[config.mk]
export PLATFORM = sky130hd
export DESIGN_NAME = vj_result_rx
export DESIGN_NICKNAME = d
export VERILOG_FILES = /design/src/rtl/vj_lii_pkg.sv /design/src/rtl/sat_cnt16.sv /design/src/rtl/vj_result_rx.sv
export SDC_FILE = /design/constraint.sdc
export NUM_CORES = 1
export LEC_CHECK = 0
export CAP_MARGIN = 20
export CORE_MARGIN = 5
export CORE_UTILIZATION = 30
export CTS_CLUSTER_SIZE = 16
export DETAILED_ROUTE_END_ITERATION = 8
export GPL_ROUTABILITY_DRIVEN = 0
export HOLD_SLACK_MARGIN = 0.08
export PLACE_DENSITY_LB_ADDON = 0.05
export REMOVE_ABC_BUFFERS = 1
export SLEW_MARGIN = 20
export SYNTH_ARGS = -nofsm -noshare
export SYNTH_HDL_FRONTEND = slang
export SYNTH_SLANG_ARGS = --single-unit
export TNS_END_PERCENT = 30
[constraint.sdc]
create_clock -name aclk -period 5.6 [get_ports aclk]
set_input_delay 0.56 -clock aclk [delete_from_list [all_inputs] [get_ports aclk]]
set_output_delay 0.56 -clock aclk [all_outputs]
set_load 0.05 [all_outputs]
[src/rtl/vj_lii_pkg.sv]
// Shared LII link constants, ID type and receive FSM state encoding.
package vj_lii_pkg;

    localparam int unsigned LII_PW      = 256;
    localparam int unsigned VJ_RESULT_W = 160;
    localparam int unsigned VJ_WORD_W   = 32;

    typedef logic [7:0] lii_id_t;

    typedef enum logic {
        RX_IDLE,
        RX_SEND
    } vj_rx_state_e;

endpackage

[src/rtl/sat_cnt16.sv]
// 16-bit event counter that sticks at 16'hFFFF instead of wrapping.
module sat_cnt16 (
    input  logic        i_clk,
    input  logic        i_rst_n,
    input  logic        i_en,
    output logic [15:0] o_cnt
);

    logic [15:0] r_cnt;

    always_ff @(posedge i_clk or negedge i_rst_n) begin
        if (!i_rst_n) begin
            r_cnt <= 16'h0;
        end else if (i_en && (r_cnt != 16'hFFFF)) begin
            r_cnt <= r_cnt + 16'h1;
        end
    end

    assign o_cnt = r_cnt;

endmodule

[src/rtl/vj_result_rx.sv]
// LII result receiver: filters beats by destination ID and serializes each result as NW words.
// Statistics counters are built only when VJ_RESULT_RX_STATS_EN is defined.
module vj_result_rx
    import vj_lii_pkg::*;
#(
    parameter int unsigned PW    = LII_PW,
    parameter int unsigned RW    = VJ_RESULT_W,
    parameter int unsigned OW    = VJ_WORD_W,
    parameter lii_id_t     MY_ID = 8'h01
) (
    input  logic          aclk,
    input  logic          arstn,
    input  logic [PW-1:0] lii_in_p0_tdata,
    input  logic          lii_in_p0_tvalid,
    output logic          lii_in_p0_tready,
    input  lii_id_t       lii_in_p0_src,
    input  lii_id_t       lii_in_p0_dst,
    output logic [OW-1:0] m_tdata,
    output logic          m_tvalid,
    input  logic          m_tready,
    output logic          m_tlast,
    output lii_id_t       m_tuser,
    output logic [15:0]   drop_cnt,
    output logic [15:0]   result_cnt
);

    localparam int unsigned NW = RW / OW;
    localparam int unsigned IW = (NW > 1) ? $clog2(NW) : 1;

    vj_rx_state_e  r_state;
    logic [IW-1:0] r_idx;
    logic [RW-1:0] r_hold;
    lii_id_t       r_src;
    logic          r_valid;
    logic          r_last;
    logic          r_rdy;

    logic          w_in_rdy;
    logic          w_in_fire;
    logic          w_match;
    logic          w_load;
    logic          w_drop;
    logic          w_out_fire;
    logic          w_done;
    logic [IW-1:0] w_idx_nxt;
    logic          w_unused_hi;

    // In SEND a new beat is only taken on the last-word handshake, giving bubble-free reload.
    assign w_in_rdy   = (r_state == RX_IDLE) ? r_rdy : (m_tready & r_last);
    assign w_in_fire  = lii_in_p0_tvalid & w_in_rdy;
    assign w_match    = (lii_in_p0_dst == MY_ID);
    assign w_load     = w_in_fire & w_match;
    assign w_drop     = w_in_fire & ~w_match;
    assign w_out_fire = r_valid & m_tready;
    assign w_done     = w_out_fire & r_last;
    assign w_idx_nxt  = r_idx + IW'(1);

    assign w_unused_hi = ^lii_in_p0_tdata[PW-1:RW];

    always_ff @(posedge aclk or negedge arstn) begin
        if (!arstn) begin
            r_state <= RX_IDLE;
            r_idx   <= '0;
            r_hold  <= '0;
            r_src   <= '0;
            r_valid <= 1'b0;
            r_last  <= 1'b0;
            r_rdy   <= 1'b0;
        end else begin
            r_rdy <= 1'b1;
            if (w_load) begin
                r_state <= RX_SEND;
                r_hold  <= lii_in_p0_tdata[RW-1:0];
                r_src   <= lii_in_p0_src;
                r_idx   <= '0;
                r_valid <= 1'b1;
                r_last  <= (NW == 1);
            end else if (w_done) begin
                r_state <= RX_IDLE;
                r_valid <= 1'b0;
                r_last  <= 1'b0;
            end else if (w_out_fire) begin
                // Shifting keeps the current word in the low bits, so m_tdata is a plain flop.
                r_hold <= r_hold >> OW;
                r_idx  <= w_idx_nxt;
                r_last <= (w_idx_nxt == IW'(NW - 1));
            end
        end
    end

    assign lii_in_p0_tready = w_in_rdy;
    assign m_tdata          = r_hold[OW-1:0];
    assign m_tvalid         = r_valid;
    assign m_tlast          = r_last;
    assign m_tuser          = r_src;

`ifdef VJ_RESULT_RX_STATS_EN
    sat_cnt16 u_drop_cnt (
        .i_clk   (aclk),
        .i_rst_n (arstn),
        .i_en    (w_drop),
        .o_cnt   (drop_cnt)
    );

    sat_cnt16 u_result_cnt (
        .i_clk   (aclk),
        .i_rst_n (arstn),
        .i_en    (w_done),
        .o_cnt   (result_cnt)
    );
`else
    logic w_unused_stats;
    assign w_unused_stats = w_drop;
    assign drop_cnt       = 16'h0;
    assign result_cnt     = 16'h0;
`endif

endmodule
Word-level counts from Yosys, hierarchy flattened

Index checks and enable logic that the tools add are counted.

Register bits after elaboration: 174
Output and inout port bits: 75
Logic and storage cells: 31

Add/subtract/negate cells: 1
Equality and inequality tests: 3
Muxes and demuxes: 12
Bitwise operators: 5
Reduce and logical (&&, ||, !) cells: 4

Operators by type and width:

| operator            | count |
|---|---|
| $mux 160            | 3 |
| $mux 3              | 3 |
| $eq 8x1->1 const B  | 1 |
| $mux 1              | 6 |
| $and 1x1->1         | 5 |
| $reduce_bool 2->1   | 2 |
| $add 3x1->3 const B | 1 |
| $eq 3x3->1 const B  | 1 |
| $reduce_bool 3->1   | 1 |
| $ne 2x2->1 const B  | 1 |
| $reduce_and 2->1    | 1 |

Longest topological paths before layout

Gate-level depths: netlist of the first run.

Depth after elaboration: 6
Mapped depth: 7

Least setup slack after synthesis of the first run

No wires, ideal clock.

Path type: register to register
Start: register r_last (netlist: m_tlast)
End: register r_hold[100]
Setup time: 0.125 ns
Arrival time: 2.126 ns
Data required time: 5.475 ns
Setup slack: 3.350 ns
Stages on the path, launching flop included: 7
Buffers on the path: 3
Path through: dfrtp_1 -> nand3b_1 -> clkbuf_1 -> buf_2 -> buf_2 -> mux2_2 -> mux2_2

Cells in the longest elaborated chain, start to end: 6
Elaborated cells between the ends (all ways): 9

RTL lines:

| item                                                             | line               | source |
|---|---|---|
| from (decl)                                                      | vj_result_rx.sv:35 | `logic r_last;` |
| from (signal assigned)                                           | vj_result_rx.sv:77 | `r_last <= (NW == 1);` |
| from (signal assigned)                                           | vj_result_rx.sv:86 | `r_last <= (w_idx_nxt == IW'(NW - 1));` |
| $and 1x1->1                                                      | vj_result_rx.sv:49 | `assign w_in_rdy = (r_state == RX_IDLE) ? r_rdy : (m_tready & r_last);` |
| $mux 1                                                           | vj_result_rx.sv:49 |  |
| $and 1x1->1                                                      | vj_result_rx.sv:50 | `assign w_in_fire = lii_in_p0_tvalid & w_in_rdy;` |
| $and 1x1->1                                                      | vj_result_rx.sv:52 | `assign w_load = w_in_fire & w_match;` |
| $ne 2x2->1 (no source line) or $reduce_bool 2->1 (tied branches) | --                 |  |
| $reduce_and 2->1 (no source line)                                | --                 |  |
| to (signal assigned)                                             | vj_result_rx.sv:73 | `r_hold <= lii_in_p0_tdata[RW-1:0];` |
| to (signal assigned)                                             | vj_result_rx.sv:84 | `r_hold <= r_hold >> OW;` |
| to (decl)                                                        | vj_result_rx.sv:32 | `logic [RW-1:0] r_hold;` |

Several ways; a longest one is shown, not always the timed one.
A chain may end at the register's enable or synchronous reset.

Worst setup path after layout of the first run

Start: input lii_in_p0_dst[1]
End: register r_hold[47]

Cells in the longest elaborated chain, start to end: 4
Elaborated cells between the ends (all ways): 6

RTL lines:

| item                                                             | line               | source |
|---|---|---|
| from (decl)                                                      | vj_result_rx.sv:17 | `input lii_id_t lii_in_p0_dst,` |
| $eq 8x1->1 (*)                                                   | vj_result_rx.sv:51 | `assign w_match = (lii_in_p0_dst == MY_ID);` |
| $and 1x1->1 (*)                                                  | vj_result_rx.sv:52 |  |
| $ne 2x2->1 (no source line) or $reduce_bool 2->1 (tied branches) | --                 |  |
| $reduce_and 2->1 (no source line)                                | --                 |  |

Every way passes the cells marked *; elsewhere a longest branch is shown, timed or not.

==> out/metrics.csv, run 1 <==
stage,metric,value,unit
setup_path,critPathArrivalTime,3030,ps
sta,fin_crit_sh,0.488,
flow_run,drv_cap,0,
synthesis,synthFlopType,dfrtp_1,
cts,clock_latency,420,ps
sta,relSlewSlack,0.468,
grt,antenna_found_initial,1,
sta,finalSetupViolCount,0,
sta,skew,9.28,ps
final_layout,design_area,0.0115,mm²
setup_path,cpMaxStageDelayCell,a2111o_2,
synthesis,synth_area_per_cell,13.3,µm²
setup_path,slowest_delay,650,ps
detailed_routing,vias,5284,
setup_path,path_class,input pin to register,
final_layout,drive_above_1_share,0.239,
synthesis,synth_top_cell_area_share,0.496,
synthesis,yosysWarnings,0,
cts,clkSlewWorstSetupHoldPaths,70,ps
detailed_routing,drtIter0Drc,144,
final_layout,final_common_cell,clkdlybuf4s50_1,
setup_path,cp-end-kind,register,
min_path,hp-class,input pin to async pin,
cts,holdBufCountCts,0,
setup_path,path_max_fanout,51,
synthesis,yosysUniqueCellTypes,23,
grt,track_usage,0.117,
cts,cts_sinks,174,
placement,place_area,0.0110,mm²
power,swShare,0.258,
power,power.internal,2.16,mW
cts,cts_setup_buffers,0,
setup_path,cp-start-kind,input pin,
power,p_comb_frac,0.137,
synthesis,syn_area,0.00878,mm²
power,p_seq_frac,0.461,
detailed_routing,first_pass_iters,5,
final_layout,nNetsFinal,1117,
synthesis,synth_seq_cells,174,
floorplanning,fp.dieW,181,µm
detailed_routing,routedWlPerCell,15.5,µm
floorplanning,placementRows,62,
synthesis,synth_edf_count,0,
setup_path,crit_chain,"clkdlybuf4s50_1, or4_1, a2111o_2, buf_4, mux2_1",
cts,clk_path_buf_depth,2,
power,ir_worst_vdd,0.000151,V
synthesis,yosys-top-cells-area,"dfrtp_1, mux2_2, mux2_1",
final_layout,final_cell_mix,"clkdlybuf4s50_1, dfrtp_1, mux2_2",
detailed_routing,drc,0,
grt,grt_pass1_vias,5908,
synthesis,ys_seq_area_frac,0.496,
power,power.density,253,mW/mm²
outcome,status,finished clean,
grt,overflow,0,
cts,tritoncts,done,
cts,cts_root_buf,clkbuf_16,
floorplanning,initial_core_util,0.305,
cts,cts_max_level,4,
final_layout,n_antenna_cell,0,
detailed_routing,via_per_inst,4.28,
power,p_switching,752,µW
sta,hold_violations,0,
synthesis,async_flop_share,1.00,
cts,numCtsBuffers,17,
power,p_clk_frac,0.402,
grt,grt_pass1_wl,31200,µm
setup_path,crit_required,5900,ps
floorplanning,die_h,181,µm
sta,whs,148,ps
sta,rsz0062_at_grt,false,
detailed_routing,totalWireLength,19100,µm
sta,tightestPinTransition,797,ps
sta,fmax,0.366,GHz
synthesis,syn_inst,661,
sta,finalCriticalPeriod,2730,ps
floorplanning,dieArea,0.0328,mm²
grt,grt_max_degree,101,
cts,cts-resized-gates,0,
setup_path,ff2ff_path_depth,4,
placement,port_buffers,222,
synthesis,yosysTopAreaCell,dfrtp_1,
power,leakage,5.94,nW
placement,dp.final_hpwl,13400,µm
floorplanning,num_io_pins,351,
floorplanning,core-area,0.0288,mm²
sta,drv_slew,0,
detailed_routing,antenna_left,0,
final_layout,areaGrowthSynthToFinish,31.3,%
kinds of logic (layout without fill, tap and decap cells):
logic type | after synthesis | in the layout | synth area share
AND/OR/NAND/NOR | 48 | 48 | 0.0241
flip-flops | 174 | 174 | 0.496
AO/OA/AOI/OAI | 2 | 2 | 0.00214
buffers and inverters | 134 | 293 | 0.0960
other | 2 | 33 | 0.000855
adder cells (fa/ha/maj) | 2 | 2 | 0.00285
XOR/XNOR | 1 | 1 | 0.000997
multiplexers | 298 | 298 | 0.377
sequential cells by signal, indices dropped and copies added (netlist names):
| register | cells |
|---|---|
| m_tlast | 1 |
| m_tuser | 8 |
| m_tvalid | 1 |
| r_hold | 160 |
| r_idx | 3 |
| r_rdy | 1 |
worst max-delay path, delay by kind of cell:
kind / cells / cell delay, ps
compound gates: 1 / 650
buf+inv: 2 / 830
simple gates: 1 / 530
mux: 1 / 410
stage by stage:
| step | util | worst slack, ps | total power, mW | TNS (ps) | instances |
|---|---|---|---|---|---|
| after floorplan | - | -476 | 1.57 | -60310 | 591 |
| after global placement | 0.381 | 2450 | 1.76 | 0 | 1204 |
| after detailed placement | 0.381 | 2410 | 1.77 | 0 | 1204 |
| after CTS | 0.401 | 2860 | 2.98 | 0 | 1235 |
| after global routing | 0.401 | 2790 | 3.06 | 0 | 1235 |
| final | 0.401 | 2870 | 2.91 | 0 | 1235 |
layer usage:
metal | vias to the layer above | global-route usage | wire [µm] | part of all wire
li1 | 2525 | - | - | -
met4 | 2 | 0.0264 | 177 | 0.0093
met2 | 154 | 0.199 | 9490 | 0.50
met3 | 13 | 0.0507 | 1620 | 0.085
met5 | - | 0 | 13 | 0.00068
met1 | 2590 | 0.138 | 7810 | 0.41
power groups by stage:
stage	registers [mW]	logic [mW]	clock network [mW]
after floorplan	1.41	0.163	0
after global placement	1.36	0.397	0
after detailed placement	1.37	0.406	0
after CTS	1.34	0.408	1.23
after global routing	1.35	0.434	1.28
final	1.34	0.399	1.17
path summary, 6_finish.rpt:
kind | from | endpoint | slack, ps
hold reg to reg | m_tuser[3] | m_tuser[3] | 500
min in group aclk | m_tuser[3] | m_tuser[3] | 500
hold / removal | arstn | r_hold[30] | 150
max in group asynchronous | arstn | r_hold[144] | 4260
setup / recovery | lii_in_p0_dst[1] | r_hold[47] | 2870
setup reg to reg | m_tvalid | r_hold[47] | 3160
synthesized netlist by cell type, drive strengths merged (2+ instances only):
cell type  instances
conb               2
nand2b             2
mux2i             33
ha                 2
inv               33
buf               97
clkbuf             4
nand2             38
dfrtp            174
mux2             265
and2               3
area by class of cell:
class	count	area, µm²
Clock inverter	12	129
Fill cell	2738	17200
Tap cell	384	480
Clock buffer	19	443
Inverter	33	124
Multi-Input combinational cell	384	3700
Timing Repair Buffer	229	2300
Sequential cell	174	4350
(Power assumes the default switching activity.)
==> run 2: changes to the inputs <==
==> constraint.sdc (replaced) <==
create_clock -name aclk -period 2.2 [get_ports aclk]
set_input_delay 0.22 -clock aclk [delete_from_list [all_inputs] [get_ports aclk]]
set_output_delay 0.22 -clock aclk [all_outputs]
set_load 0.05 [all_outputs]
==> run 2 against run 1 <==
Net effect:
- register-to-register slack worse by 3000 ps
- largest cell class unchanged
- via count up 0.72%
- largest power group unchanged
- critical path type is now register to register
- first-iteration DRC count up 4.9%
- critical endpoint is now r_hold[76]
- final cell count up 1.3%
- design area up 1.7%
==> out/metrics.csv, run 2 (synthesis gave the netlist of run 1 again) <==
stage,metric,value,unit,change
cts,clock_latency,430,ps,was 420 ps
final_layout,drive_above_1_share,0.250,,was 0.239
final_layout,fillerInstances,2753,,was 2738
final_layout,ff_latch_area,0.00435,mm²,unchanged
grt,grt_max_degree,102,,was 101
final_layout,final_common_cell,clkdlybuf4s50_1,,unchanged
floorplanning,fp.dieW,181,µm,unchanged
min_path,hold_start,lii_in_p0_tdata[150],,
placement,preCtsSetupSlack,-193,ps,was 2410 ps
setup_path,cpMaxStageDelayCell,a2111o_2,,unchanged
setup_path,r2r_slack,200,ps,was 3160 ps
sta,finalCriticalPeriod,2000,ps,
setup_path,reg2reg_to,r_hold[76],,was r_hold[47]
grt,grt_pass1_vias,5943,,was 5908
floorplanning,core-area,0.0288,mm²,unchanged
final_layout,n_antenna_cell,0,,unchanged
sta,worst_slack,196,ps,was 2870 ps
floorplanning,placementRows,62,,unchanged
cts,cts_max_level,4,,unchanged
placement,dp.cells,1218,,was 1204
grt,track_usage,0.119,,was 0.117
detailed_routing,routedWlPerCell,15.6,µm,was 15.5 µm
floorplanning,num_io_pins,351,,unchanged
grt,overflow,0,,unchanged
setup_path,crit_required,2510,ps,was 5900 ps
cts,cts_root_buf,clkbuf_16,,unchanged
setup_path,path_class,register to register,,was input pin to register
sta,hold_violations,0,,unchanged
setup_path,cp-end-kind,register,,unchanged
grt,grt_pass1_wl,31800,µm,was 31200 µm
setup_path,cp-start-kind,register,,was input pin
min_path,min_to,r_hold[150],,
min_path,hold_depth,3,,
setup_path,critPathArrivalTime,2310,ps,was 3030 ps
power,ir_worst_vdd,0.000411,V,was 0.000151 V
sta,relSlewSlack,0.600,,was 0.468
setup_path,slowest_delay,590,ps,was 650 ps
sta,rsz0062_at_grt,false,,unchanged
cts,cts_sinks,174,,unchanged
detailed_routing,drtIter0Drc,151,,was 144
sta,skew,18.8,ps,was 9.28 ps
power,power.density,623,mW/mm²,was 253 mW/mm²
sta,finalSetupViolCount,0,,unchanged
detailed_routing,drc,0,,unchanged
floorplanning,dieArea,0.0328,mm²,unchanged
setup_path,r2r-start,m_tvalid,,unchanged
final_layout,nNetsFinal,1132,,was 1117
sta,tightestPinTransition,599,ps,was 797 ps
final_layout,areaGrowthSynthToFinish,33.5,%,was 31.3%
setup_path,path_max_fanout,57,,was 51
sta,fin_setup_tns,0,ps,unchanged
power,total_power,7.30,mW,was 2.91 mW
cts,clkSlewWorstSetupHoldPaths,70,ps,about the same
power,leakage,6.05,nW,was 5.94 nW
cts,numCtsBuffers,17,,unchanged
outcome,status,finished clean,,unchanged
final_layout,final_cell_mix,"clkdlybuf4s50_1, dfrtp_1, mux2_2",,unchanged
setup_path,ff2ff_path_depth,4,,unchanged
final_layout,largest_reg_flops,160,,unchanged
detailed_routing,via_per_inst,4.25,,was 4.28
cts,clk_path_buf_depth,2,,unchanged
final_layout,instances_no_fill,1251,,was 1235
detailed_routing,totalWireLength,19500,µm,was 19100 µm
setup_path,crit_chain,"nand2b_1, a2111o_2, buf_12, mux2_1",,"was clkdlybuf4s50_1, or4_1, a2111o_2, buf_4, mux2_1"
detailed_routing,vias,5322,,was 5284
cts,cts-resized-gates,0,,unchanged
sta,fmax,0.499,GHz,
floorplanning,die_h,181,µm,unchanged
sta,drv_slew,0,,unchanged
placement,port_buffers,222,,unchanged
detailed_routing,antenna_left,0,,unchanged
final_layout,top_register,r_hold,,unchanged
sta,fin_crit_sh,0.911,,
cts,tritoncts,done,,unchanged
flow_run,drv_cap,0,,unchanged
placement,dp.final_hpwl,14100,µm,was 13400 µm
sta,whs,323,ps,was 148 ps
final_layout,multi_input_area,0.00370,mm²,unchanged
floorplanning,initial_core_util,0.305,,unchanged
grt,antenna_found_initial,2,,was 1
min_path,hp-class,input pin to register,,was input pin to async pin
detailed_routing,first_pass_iters,5,,unchanged
-- run 2: report_power, final --
group | leakage, nW | internal (mW) | total [mW] | switching [mW]
clock | 0.257 | 1.48 | 2.84 | 1.37
sequential | 2.41 | 3.34 | 3.42 | 0.0740
combinational | 3.38 | 0.560 | 1.04 | 0.484
-- run 2: worst max path at each step --
stage | end | from
finish | r_hold[76] | m_tvalid
global route | r_hold[19] | m_tvalid
CTS | r_hold[76] | m_tvalid
detailed placement | r_hold[76] | lii_in_p0_dst[1]
global placement | r_hold[85] | lii_in_p0_dst[1]
floorplan | r_hold[0] | m_tvalid
-- run 2: layer usage --
metal  vias up  track usage  wire length [µm]
met5         -            0                23
met4         4       0.0291               208
met3        18       0.0477              1460
met2       146        0.201              9590
met1      2603        0.144              8190
li1       2551            -                 -
-- run 2: what timing repair did --
| action | in CTS | in global routing |
|---|---|---|
| buffers inserted | 0 | 0 |
| endpoints found under the hold margin | 174 | 0 |
| hold buffers | 1 | 0 |
-- run 2: cell type report --
class	instances	area share
Tap cell	384	0.0410
Sequential cell	174	0.371
Timing Repair Buffer	244	0.215
Multi-Input combinational cell	384	0.316
Clock buffer	20	0.0372
Inverter	33	0.0106
Clock inverter	12	0.00875
-- run 2: per-stage QoR --
stage / area (µm²) / util
detailed placement: 11200 / 0.388
CTS: 11700 / 0.407
global placement: 11200 / 0.388
floorplan: 8180 / -
finish: 11700 / 0.407
global route: 11700 / 0.407
-- run 2: critical path: cells and delay by family, from the launching register on --
family / cells / cell delay [ps]
buffers and inverters: 1 / 240
AO/OA/AOI/OAI: 1 / 590
AND/OR/NAND/NOR: 1 / 190
multiplexers: 1 / 360
flip-flops: 1 / 450
==> run 3: changes to the inputs <==
--- a/config.mk
+++ b/config.mk
@@ -7,11 +7,12 @@
 export LEC_CHECK = 0
 export CAP_MARGIN = 20
 export CORE_MARGIN = 5
-export CORE_UTILIZATION = 30
+export CORE_UTILIZATION = 40
 export CTS_CLUSTER_SIZE = 16
 export DETAILED_ROUTE_END_ITERATION = 8
 export GPL_ROUTABILITY_DRIVEN = 0
 export HOLD_SLACK_MARGIN = 0.08
+export MAX_ROUTING_LAYER = met4
 export PLACE_DENSITY_LB_ADDON = 0.05
 export REMOVE_ABC_BUFFERS = 1
 export SLEW_MARGIN = 20
==> run 3 against run 2 <==
Net effect:
- critical path depth unchanged
- core utilization up 13 points
- maximum frequency down 2.2%
- die area down 24%
- global-route usage grew 2.9 points
- total power rose by 4.5%
- final cell count shrank 8.5%
- clock power rose by 12%
- count of clock-buffer cells in the layout fell by 2
- design area fell by 0.90%
==> out/metrics.csv, run 3 (synthesis gave the netlist of run 1 again) <==
stage,metric,value,unit,change
sta,finalSetupViolCount,0,,unchanged
power,p_comb_frac,0.137,,was 0.143
floorplanning,initial_core_util,0.404,,was 0.305
power,total_power,7.63,mW,was 7.30 mW
cts,clk_path_buf_depth,2,,unchanged
floorplanning,die_h,158,µm,was 181 µm
cts,cts-resized-gates,0,,unchanged
power,power.internal,5.81,mW,was 5.38 mW
cts,holdBufCountCts,1,,unchanged
sta,skew,8.49,ps,was 18.8 ps
power,p_switching,1.82,mW,was 1.92 mW
detailed_routing,drc,0,,unchanged
power,p_seq_frac,0.448,,was 0.468
power,ir_worst_vdd,0.000505,V,was 0.000411 V
cts,cts_max_level,4,,unchanged
setup_path,cp-start-kind,register,,unchanged
cts,tritoncts,done,,unchanged
flow_run,drv_cap,0,,unchanged
power,leakage,6.06,nW,was 6.05 nW
placement,dp.final_hpwl,13200,µm,was 14100 µm
grt,antenna_found_initial,0,,was 2
setup_path,path_max_fanout,82,,was 57
final_layout,largest_reg_flops,160,,unchanged
sta,drv_slew,0,,unchanged
setup_path,cpMaxStageDelayCell,a2111o_2,,unchanged
floorplanning,num_io_pins,351,,unchanged
cts,cts_setup_buffers,0,,unchanged
power,power.density,657,mW/mm²,was 623 mW/mm²
power,p_clk_frac,0.415,,was 0.389
final_layout,fillerInstances,1867,,was 2753
final_layout,drive_above_1_share,0.251,,was 0.250
sta,fin_crit_sh,0.931,,was 0.911
final_layout,top_register,r_hold,,unchanged
sta,hold_violations,0,,unchanged
grt,grt_pass1_vias,5790,,was 5943
min_path,hp-class,input pin to async pin,,was input pin to register
floorplanning,placementRows,54,,was 62
final_layout,instances_no_fill,1145,,was 1251
final_layout,nNetsFinal,1132,,unchanged
detailed_routing,via_per_inst,4.67,,was 4.25
cts,cts_root_buf,clkbuf_16,,unchanged
sta,fmax,0.488,GHz,was 0.499 GHz
cts,clkSlewWorstSetupHoldPaths,70,ps,about the same
setup_path,crit_required,2500,ps,was 2510 ps
setup_path,slowest_delay,550,ps,was 590 ps
cts,numCtsBuffers,17,,unchanged
grt,track_usage,0.148,,was 0.119
detailed_routing,antenna_left,0,,unchanged
placement,dp.cells,1114,,was 1218
floorplanning,dieArea,0.0250,mm²,was 0.0328 mm²
final_layout,final_cell_mix,"clkdlybuf4s50_1, dfrtp_1, mux2_2",,unchanged
grt,overflow,0,,unchanged
power,swShare,0.239,,was 0.264
setup_path,critPathArrivalTime,2350,ps,was 2310 ps
setup_path,crit_chain,"nand2b_1, a2111o_2, buf_12, mux2_1",,unchanged
detailed_routing,first_pass_iters,4,,was 5
sta,whs,266,ps,was 323 ps
cts,cts_sinks,174,,unchanged
grt,grt_max_degree,83,,was 102
sta,finalCriticalPeriod,2050,ps,was 2000 ps
detailed_routing,drtIter0Drc,133,,was 151
detailed_routing,vias,5342,,was 5322
detailed_routing,totalWireLength,18000,µm,was 19500 µm
final_layout,areaGrowthSynthToFinish,32.3,%,was 33.5%
setup_path,path_class,register to register,,unchanged
detailed_routing,routedWlPerCell,15.7,µm,was 15.6 µm
floorplanning,fp.dieW,158,µm,was 181 µm
sta,tightestPinTransition,525,ps,was 599 ps
setup_path,cp-end-kind,register,,unchanged
final_layout,n_antenna_cell,0,,unchanged
floorplanning,core-area,0.0218,mm²,was 0.0288 mm²
placement,port_buffers,222,,unchanged
final_layout,fin_util,0.534,,was 0.407
cts,clock_latency,420,ps,was 430 ps
sta,rsz0062_at_grt,false,,unchanged
grt,grt_pass1_wl,28700,µm,was 31800 µm
outcome,status,finished clean,,unchanged
sta,relSlewSlack,0.649,,was 0.600
final_layout,final_common_cell,clkdlybuf4s50_1,,unchanged
run 3: changes by cell type in the layout (fill, tap and decap cells not counted), sizes merged:
cell	delta
clkinvlp	+1
bufinv	+4
inv	-1
clkbuf	-2
clkinv	-4
run 3: worst paths after layout:
kind | startpoint | end | slack, ps | cells after the start
worst max-delay path | m_tvalid | m_tuser[6] | 150 | 4
worst min-delay path | arstn | r_hold[3] | 270 | 2
worst max register to register | m_tvalid | m_tuser[6] | 150 | 4
worst min register to register | m_tuser[3] | m_tuser[3] | 490 | 1
max in group asynchronous | arstn | r_hold[138] | 1280 | 3
min in group aclk | lii_in_p0_tdata[148] | r_hold[148] | 330 | 3
run 3: stage by stage:
| step | TNS, ps | area (µm²) | setup slack [ps] |
|---|---|---|---|
| 2_1_floorplan | -637270 | 8180 | -3880 |
| 3_3_place_gp | -17780 | 11000 | -172 |
| 3_5_place_dp | -23270 | 11000 | -226 |
| 4_1_cts | 0 | 11600 | 190 |
| 5_1_grt | 0 | 11600 | 105 |
| 6_report | 0 | 11600 | 151 |
run 3: layer usage:
layer	vias to the layer above	routed length (µm)	GRT usage
met4	0	223	0.0463
li1	2553	-	-
met1	2620	7350	0.177
met3	15	1270	0.0369
met5	-	0	-
met2	154	9130	0.249
run 3: area by class of cell:
| type | count | area [µm²] | share of cell area |
|---|---|---|---|
| Sequential cell | 174 | 4350 | 0.375 |
| Multi-Input combinational cell | 384 | 3700 | 0.319 |
| Timing Repair Buffer | 244 | 2480 | 0.213 |
| Clock buffer | 18 | 429 | 0.0369 |
| Tap cell | 280 | 350 | 0.0301 |
| Clock inverter | 12 | 185 | 0.0159 |
| Inverter | 33 | 124 | 0.0107 |
run 3: critical path: cells and delay by family (launching register included):
family	cells	cell delay (ps)
AO/OA/AOI/OAI	1	550
flip-flops	1	460
AND/OR/NAND/NOR	1	190
buffers and inverters	1	250
multiplexers	1	400
run 3: power groups by stage:
stage	combinational, mW	sequential (mW)	clock (mW)
2_1_floorplan	0.416	3.58	0
3_3_place_gp	1.03	3.47	0
3_5_place_dp	1.05	3.48	0
4_1_cts	1.06	3.42	3.28
5_1_grt	1.13	3.44	3.39
6_report	1.04	3.42	3.17
